<file path="config.mk">
export PLATFORM = sky130hd
export DESIGN_NAME = fifo_hs
export DESIGN_NICKNAME = d
export VERILOG_FILES = /design/src/rtl/fifo_hs_pkg.sv /design/src/rtl/fifo_hs_modn_counter.sv /design/src/rtl/fifo_hs.sv
export SDC_FILE = /design/constraint.sdc
export NUM_CORES = 1
export LEC_CHECK = 0
export ABC_AREA = 1
export CAP_MARGIN = 20
export CORE_MARGIN = 2
export CORE_UTILIZATION = 58
export CTS_CLUSTER_DIAMETER = 60
export CTS_CLUSTER_SIZE = 30
export DETAILED_ROUTE_END_ITERATION = 6
export PLACE_DENSITY_LB_ADDON = 0.08
export SYNTH_ARGS = -nofsm -noshare
export SYNTH_HDL_FRONTEND = slang
export SYNTH_HIERARCHICAL = 1
export SYNTH_SLANG_ARGS = --single-unit
</file>
<file path="constraint.sdc">
create_clock -name clk_i -period 3 [get_ports clk_i]
set_input_delay 0.6 -clock clk_i [delete_from_list [all_inputs] [get_ports clk_i]]
set_output_delay 0.6 -clock clk_i [all_outputs]
set_load 0.05 [all_outputs]
</file>
<file path="src/rtl/fifo_hs_pkg.sv">
// Shared core package: element type and sizing defaults used by fifo_hs and its users.
package fifo_hs_pkg;

    typedef logic [8:0] core_data_t;

    localparam int FIFO_HS_DEFAULT_DEPTH = 4;

endpackage

</file>
<file path="src/rtl/fifo_hs_modn_counter.sv">
// modn_counter: wrapping 0..N-1 counter with synchronous clear (priority) and enable.
module modn_counter #(
    parameter int  N = 4,
    localparam int W = (N > 1) ? $clog2(N) : 1
) (
    input  logic         clk_i,
    input  logic         rst_n_i,
    input  logic         clr_i,
    input  logic         en_i,
    output logic [W-1:0] cnt_o
);

    localparam logic [W-1:0] LAST = W'(N - 1);

    logic [W-1:0] cnt_q, cnt_d;

    always_comb begin
        cnt_d = cnt_q;
        if (clr_i) begin
            cnt_d = '0;
        end else if (en_i) begin
            cnt_d = (cnt_q == LAST) ? '0 : cnt_q + 1'b1;
        end
    end

    always_ff @(posedge clk_i or negedge rst_n_i) begin
        if (!rst_n_i) begin
            cnt_q <= '0;
        end else begin
            cnt_q <= cnt_d;
        end
    end

    assign cnt_o = cnt_q;

endmodule

</file>
<file path="src/rtl/fifo_hs.sv">
// fifo_hs: valid/ready FIFO of DEPTH entries (any DEPTH >= 2) with flush and occupancy count.
// Optional zero-latency pass-through when empty is enabled by defining FIFO_HS_BYPASS_EN.
module fifo_hs
    import fifo_hs_pkg::*;
#(
    parameter type DATA_T = core_data_t,
    parameter int  DEPTH  = FIFO_HS_DEFAULT_DEPTH,
    localparam int CW     = $clog2(DEPTH + 1),
    localparam int PW     = $clog2(DEPTH)
) (
    input  logic          clk_i,
    input  logic          rst_n_i,
    input  logic          flush_i,
    input  logic          valid_i,
    output logic          ready_o,
    input  DATA_T         data_i,
    output logic          valid_o,
    input  logic          ready_i,
    output DATA_T         data_o,
    output logic [CW-1:0] count_o
);

    localparam logic [CW-1:0] DEPTH_C = CW'(DEPTH);

    DATA_T         mem_q [DEPTH];
    DATA_T         mem_d [DEPTH];
    logic [CW-1:0] count_q, count_d;
    logic [PW-1:0] head, tail;
    logic          push, pop, pass;

    // ready_o depends on registered occupancy only
    always_comb begin
        ready_o = (count_q < DEPTH_C);
`ifdef FIFO_HS_BYPASS_EN
        pass    = (count_q == '0) && valid_i && ready_i && !flush_i;
`else
        pass    = 1'b0;
`endif
        push    = valid_i && ready_o && !pass && !flush_i;
        pop     = (count_q != '0) && ready_i && !flush_i;
    end

    always_comb begin
`ifdef FIFO_HS_BYPASS_EN
        if (count_q == '0) begin
            valid_o = valid_i && !flush_i;
            data_o  = data_i;
        end else begin
            valid_o = 1'b1;
            data_o  = mem_q[head];
        end
`else
        valid_o = (count_q != '0);
        data_o  = mem_q[head];
`endif
    end

    always_comb begin
        count_d = count_q;
        if (flush_i) begin
            count_d = '0;
        end else if (push && !pop) begin
            count_d = count_q + 1'b1;
        end else if (pop && !push) begin
            count_d = count_q - 1'b1;
        end
    end

    // flush only rewinds pointers; stored words are left in place
    always_comb begin
        mem_d = mem_q;
        if (push) begin
            mem_d[tail] = data_i;
        end
    end

    always_ff @(posedge clk_i or negedge rst_n_i) begin
        if (!rst_n_i) begin
            count_q <= '0;
            mem_q   <= '{default: '0};
        end else begin
            count_q <= count_d;
            mem_q   <= mem_d;
        end
    end

    modn_counter #(.N(DEPTH)) u_head (
        .clk_i   (clk_i),
        .rst_n_i (rst_n_i),
        .clr_i   (flush_i),
        .en_i    (pop),
        .cnt_o   (head)
    );

    modn_counter #(.N(DEPTH)) u_tail (
        .clk_i   (clk_i),
        .rst_n_i (rst_n_i),
        .clr_i   (flush_i),
        .en_i    (push),
        .cnt_o   (tail)
    );

    assign count_o = count_q;

`ifndef SYNTHESIS
    a_count_bound : assert property (@(posedge clk_i) disable iff (!rst_n_i)
        count_q <= DEPTH_C);
    a_no_push_full : assert property (@(posedge clk_i) disable iff (!rst_n_i)
        push |-> (count_q != DEPTH_C));
    a_no_pop_empty : assert property (@(posedge clk_i) disable iff (!rst_n_i)
        pop |-> (count_q != '0));
`endif

endmodule

</file>
# Word-level counts from Yosys, hierarchy flattened
# Cells that the tools add are included.
# Widths: inputs -> output; s select.
# word_totals
n_memories,0
out_inout_bits,14
rom_bits,0
register_bits,43
in_bits,14
wordCells,48
latchBits,0
ram_bits,0
# op_classes
n_eq_ne,2
mux,15
reduce_logical,14
order_cmp,4
bitwise,2
div,0
n_addsub,4
multipliers,0
shifts,0
# ops
cell,count
$bwmux 36,1
$mux 9,3
$bmux 9 s2,1
$demux 9 s2,1
$mux 2,6
$mux 3,3
$logic_and 1x1->1,7
$ge 3x3->1 const B,2
$not 2->3,2
$reduce_bool 3->1,2
$add 2x1->2 const B,2
$eq 2x2->1 const B,2
$reduce_bool 2->1,2
$add 3x1->3 const B,1
$logic_not 1->1,3
$lt 3x1->1 const B,1
$lt 3x3->1 const B,1
$sub 3x1->3 const B,1

# Depth between registers and ports, before layout
# Gate-level depths: netlist (run 1).
# depth
word_depth,8
ltp_mapped,9
depth_no_buf,9

# Cells and area by module
# The synthesis (run 1) kept the hierarchy.
# modules_own_cells
module,n_inst,cells_per_inst,area_per_inst_um2
fifo_hs,1,209,1930.6
modn_counter,2,12,101.3

# Worst setup path after synthesis (run 1)
# OpenSTA, ideal clock, no wires.
# synth_timing
kind,register to output
startpoint,"register u_head.cnt_q[0], in the netlist u_head/cnt_o[0]"
endpoint,output port data_o[4] (netlist bit)
setup_slack_ns,0.672
required_time_ns,2.400
arrival_ns,1.728
stages_incl_launch_ff,6
cell_sequence,dfrtp_1 -> buf_2 -> inv_1 -> buf_2 -> o21ai_0 -> o22ai_1
# synth_rtl
element,line_no,source
"start, declared",fifo_hs_modn_counter.sv:15,"logic [W-1:0] cnt_q, cnt_d;"
"start signal, assigned",fifo_hs_modn_counter.sv:30,cnt_q <= cnt_d;
"end, declared",fifo_hs.sv:19,"output DATA_T data_o,"

# Final worst setup path (run 1)
# layout_timing
startpoint,"register count_q[2], in the netlist count_o[2]"
endpoint,output port valid_o
# layout_via
elab_chain_len,1
# layout_rtl
element,line_no,source
"start, declared",fifo_hs.sv:27,"logic [CW-1:0] count_q, count_d;"
"start signal, assigned",fifo_hs.sv:82,count_q <= count_d;
$reduce_bool 3->1,fifo_hs.sv:53,valid_o = (count_q != '0);
"end, declared",fifo_hs.sv:17,"output logic valid_o,"
# No other way between the ends.

==> results.toml, run 1 <==
[setup_path]
crit_path_max_fanout = 4
critical_path.startpoint_type = "flop"
crit_buf_inv = 1
r2r-start = "count_o[2]"
critPathKind = "flop to output port"
end_kind = "output port"
arrival_ps = 1730
cp_cell_sequence = "nor2_1, nand2_1, clkdlybuf4s50_1"
worstPathRequired_ps = 2400
slowest_stage = "clkdlybuf4s50_1"
critPathMaxStageDelay_ps = 810
cp-startpoint = "count_o[2]"
cp_top_family = "buffers and inverters"

[hold_path]
hp-class = "input pin to async pin"

[route]
wire_per_inst_microns = 13.0
via_per_inst = 5.28
wl_mm = 4.04
vias = 1638
route.detailed.drc = 0
drt_pre_antenna_iters = 4
drtIter0Drc = 127
drtAntennaViolNets = 0

[placement]
port_buffers = 27
preCtsSetupSlack_ps = 420
hpwl_mm = 2.69
place_area_sq_um = 2380
placed_cells = 302
globalplace.congestion = 0.775

[synthesis]
avgSynthCellArea_sq_um = 9.16
ys_ff_latch = 43
syn-cell-area_sq_um = 2130
postSynthCellCount = 233
synthDistinctLibCells = 23
synth_nets = 250
synth_seq_area_share_pct = 50.4
yosysWarnings = 6

[power_and_ir_drop]
p_clk_share_pct = 17.1
intPower_mw = 1.18
irDropWorstVdd_uv = 607
switching_share_pct = 41.6
p_switching_mw = 0.842
p_seq_share_pct = 40.8
p_comb_share_pct = 42.1
power_leakage_nw = 1.20
p_per_area_nw_per_um2 = 821

[finish]
stdcell_count = 310
final_area_sq_um = 2470
diodes = 0
layout_common_cells = "48 x nand2_1, 43 x dfrtp_1, 22 x nor2_1"
mostFrequentLayoutCell = "nand2_1"
final_core_util_pct = 68.4
fin_nets = 278
drive_gt1_share_pct = 19.1
area_delta_synth_final_pct = 15.6
fillers = 295

[floorplanning]
pin_count = 28
num_rows = 22
fp.dieW_microns = 64.6
core_area_sq_um = 3610
fp.dieArea_sq_um = 4180
start_util_pct = 59.2
die_h_microns = 64.6

[cts]
cts_root_buf = "clkbuf_8"
htreeDepth = 2
cts_tree = "yes"
cts_resized = 0
cts_setup_buffers = 0
clock_path_buffers = 2
cts_hold_buf = 0
clock_latency_ps = 290
clkSlewWorstSetupHoldPaths_ps = 80
cts_sinks = 43
numCtsBuffers = 5

[sta]
rsz0062_at_grt = "no"
worstMarginPinSlew_ps = 915
skew_ps = 3.92
setup_viol = 0
fmax_mhz = 429
hold_viol_final = 0
setup_tns_ps = 0
min_period_ps = 2330
finalWorstSetupSlack_ps = 671
slew_violations = 0
slew_headroom_pct = 39.0
post-route-period-util_pct = 77.6

[grt]
gr-total-overflow = 0
grt_antenna_before_repair = 0
grt_pass1_wl_mm = 7.25
grt_usage_pct = 22.8
first_global_vias = 1596
grt_max_degree = 44

[status]
status = "complete, no violations"

[run]
maxCapViolCount = 0
power groups by stage:
stage               Combinational (mW)  Clock [mW]  Sequential [mW]
floorplan                        0.593           0            0.858
global placement                 0.844           0            0.829
detailed placement               0.858           0            0.833
CTS                              0.859       0.360            0.824
global route                     0.934       0.385            0.849
finish                           0.852       0.347            0.826
cells in the mapped netlist, drive strengths merged:
master,n,area [sq um]
dfrtp,43,1080
nand3,11,105
fa,1,20.0
nor2,26,121
nand2,53,216
ha,2,25.0
clkinv,1,5.00
o22ai,9,56.3
nand4,1,6.26
buf,6,55.1
o21ai,56,348
nand3b,1,7.51
a21oi,1,8.76
clkbuf,1,3.75
inv,21,78.8
layer usage:
layer	wire length (microns)	track usage, %
met1	1900	30.1
met2	1930	37.0
met3	144	4.69
met4	62	9.04
met5	0	0
through the flow:
| stage | hold WS [ps] | power (mW) |
|---|---|---|
| final | 437 | 2.02 |
| after global routing | 512 | 2.17 |
| after CTS | 475 | 2.04 |
| after detailed placement | 466 | 1.69 |
| after global placement | 460 | 1.67 |
| after floorplan | 304 | 1.45 |
worst reg2reg max path, delay by kind of cell (launching register included):
kind          cells  cell delay [ps]
simple gates      6              650
flops             1              430
buf+inv           2              200
fa+ha+maj         1              370
flip-flops by register name (all words and copies together) (netlist names):
register	flops
u_tail/cnt_o	2
mem_q	36
count_o	3
u_head/cnt_o	2
worst paths after layout:
check	cells after the start	to	slack, ps
setup / recovery	3	valid_o	670
hold / removal	1	mem_q[11]	440
setup reg to reg	9	count_o[2]	1250
hold reg to reg	2	mem_q[12]	480
max in group asynchronous	1	mem_q[18]	1990
min in group clk_i	2	mem_q[12]	480
cell type report:
class / count / area [sq um] / share of cell area, %
clock buffers: 7 / 76.3 / 3.09
clock inverters: 1 / 5.00 / 0.203
well taps: 48 / 60.1 / 2.44
repair buffers: 28 / 250 / 10.1
flip-flops and latches: 43 / 1080 / 43.6
inverters: 22 / 83.8 / 3.40
multi-input cells: 161 / 915 / 37.1
logic make-up (layout without fill, tap and decap cells):
family,Yosys count,after routing,synth area share (%)
AND/OR/NAND/NOR,92,92,21.4
AO/OA/AOI/OAI,66,66,19.4
flip-flops,43,43,50.4
buffers and inverters,29,58,6.69
adder cells (fa/ha/maj),3,3,2.11
No activity file was read; power rests on OpenSTA's default activity.
==> run 2, diff against run 1 <==
--- a/config.mk
+++ b/config.mk
@@ -8,7 +8,7 @@
 export ABC_AREA = 1
 export CAP_MARGIN = 20
 export CORE_MARGIN = 2
-export CORE_UTILIZATION = 58
+export CORE_UTILIZATION = 54
 export CTS_CLUSTER_DIAMETER = 60
 export CTS_CLUSTER_SIZE = 30
 export DETAILED_ROUTE_END_ITERATION = 6
==> constraint.sdc (replaced) <==
create_clock -name clk_i -period 2.29 [get_ports clk_i]
set_input_delay 0.458 -clock clk_i [delete_from_list [all_inputs] [get_ports clk_i]]
set_output_delay 0.458 -clock clk_i [all_outputs]
set_load 0.05 [all_outputs]
==> run 2 against run 1 <==
First-iteration DRC count down 19%; setup slack got worse by 540 ps; non-clock buffer count increased by 6; die area increased by 7.0%; wire length rose by 2.4%; final cell count grew 1.9%; global-route usage down 0.73 points; flip-flop and latch count stayed put; sequential share of layout area down 2.6 points; register-to-register slack lost 590 ps; clock skew is 3.9 ps higher; final area increased by 6.4%; largest cell class unchanged; highest routed layer unchanged.
==> results.toml, run 2 (synthesis gave the netlist of run 1 again) <==
[status]
status = "complete, no violations"

[route]
drtIter0Drc = 103
wire_per_inst_microns = 13.1
vias = 1661
wl_mm = 4.13
via_per_inst = 5.26
route.detailed.drc = 0
drtAntennaViolNets = 0
drt_pre_antenna_iters = 4

[sta]
holdWs_ps = 221
slew_violations = 0
setup_viol = 0
setup_tns_ps = 0
rsz0062_at_grt = "no"
slew_headroom_pct = 65.0
min_period_ps = 2160
hold_viol_final = 0
worstMarginPinSlew_ps = 524
skew_ps = 7.78
post-route-period-util_pct = 94.4
fmax_mhz = 463

[finish]
largest_reg_flops = 36
fin_nets = 284
multi_input_area_sq_um = 915
ff_latch_area_sq_um = 1080
diodes = 0
drive_gt1_share_pct = 20.9
top_register = "mem_q"
layout_common_cells = "48 x nand2_1, 43 x dfrtp_1, 22 x nor2_1"
fillers = 296
mostFrequentLayoutCell = "nand2_1"
area_delta_synth_final_pct = 23.0

[grt]
grt_pass1_wl_mm = 7.22
grt_usage_pct = 22.1
grt_max_degree = 44
first_global_vias = 1621
grt_antenna_before_repair = 0
gr-total-overflow = 0

[cts]
cts_tree = "yes"
clkSlewWorstSetupHoldPaths_ps = 70
cts_resized = 0
cts_setup_buffers = 0
clock_latency_ps = 290
cts_hold_buf = 0
cts_sinks = 43
clock_path_buffers = 2
cts_root_buf = "clkbuf_8"
htreeDepth = 2
numCtsBuffers = 5

[setup_path]
worstPathRequired_ps = 1830
r2r_setup_slack_ps = 660
arrival_ps = 1700
worst-r2r-cell-count = 9
end_kind = "output port"
critical_path.startpoint_type = "flop"
r2r-start = "count_o[2]"
reg2reg_to = "count_o[2]"
critPathKind = "flop to output port"
crit_path_max_fanout = 4
cp-startpoint = "count_o[2]"
cp-endpoint = "valid_o"

[placement]
port_buffers = 27
globalplace.congestion = 0.745
hpwl_mm = 2.76

[floorplanning]
start_util_pct = 57.4
fp.dieW_microns = 66.9
pin_count = 28
die_h_microns = 66.9
core_area_sq_um = 3720
fp.dieArea_sq_um = 4470
num_rows = 22

[run]
maxCapViolCount = 0

[power_and_ir_drop]
p_per_area_nw_per_um2 = 1100
power_leakage_nw = 1.26
irDropWorstVdd_uv = 599

[hold_path]
hp-class = "input pin to async pin"
==> run 2: cell count changes in the layout (fill, tap and decap cells not counted) <==
cell | previous run | this run
buf_12 | 0 | 9
buf_4 | 10 | 7
==> run 2: final cells by class <==
type | instances | share of cell area [%]
sequential | 43 | 41.0
multi-input combinational | 161 | 34.9
tap | 48 | 2.29
timing repair buffer | 34 | 15.5
inverter | 22 | 3.20
clock inverter | 1 | 0.191
clock buffer | 7 | 2.91
==> run 2: through the flow <==
stage | area, sq um | utilization [%] | power, mW | instances | setup slack [ps]
6_report | 2620 | 70.6 | 2.89 | 316 | 129
5_1_grt | 2620 | 70.6 | 3.09 | 316 | 39.5
4_1_cts | 2620 | 70.6 | 2.91 | 316 | 120
3_5_place_dp | 2540 | 68.4 | 2.46 | 308 | 105
3_3_place_gp | 2540 | 68.4 | 2.43 | 308 | 149
2_1_floorplan | 2130 | - | 1.90 | 233 | 41.6
==> run 2: metal layers <==
| metal | GRT usage (%) | up-vias | part of all wire, % | wire [microns] |
|---|---|---|---|---|
| li1 | - | 839 | - | - |
| met1 | 29.9 | 788 | 47 | 1960 |
| met2 | 34.8 | 29 | 47 | 1960 |
| met3 | 6.76 | 5 | 4.1 | 171 |
| met4 | 5.36 | 0 | 1.1 | 44 |
| met5 | 0 | - | 0 | 0 |
==> run 2: where the power goes <==
group	switching [mW]	internal (mW)	total, mW
Combinational	0.796	0.565	1.36
Clock	0.237	0.214	0.451
Sequential	0.113	0.965	1.08
Total	1.15	1.74	2.89
==> run 2: how the worst min path moves through the flow <==
stage                         start          to  slack [ps]
after global placement    mem_q[17]   mem_q[17]         460
after global routing        rst_n_i    mem_q[4]         270
after floorplan             rst_n_i  count_o[0]         160
final                       rst_n_i  count_o[1]         220
after detailed placement   mem_q[9]    mem_q[9]         460
after CTS                   rst_n_i   mem_q[27]         250
==> run 2: critical path: stages, from the launching register on <==
cell and delay, ps:
dfrtp_1 420, nor2_1 70, nand2_1 110, clkdlybuf4s50_1 820
==> run 3, diff against run 2 <==
--- a/config.mk
+++ b/config.mk
@@ -17,3 +17,4 @@
 export SYNTH_HDL_FRONTEND = slang
 export SYNTH_HIERARCHICAL = 1
 export SYNTH_SLANG_ARGS = --single-unit
+export TNS_END_PERCENT = 1
==> results of run 3 <==
No change in the layout: final DEF, timing and power equal those of run 2.
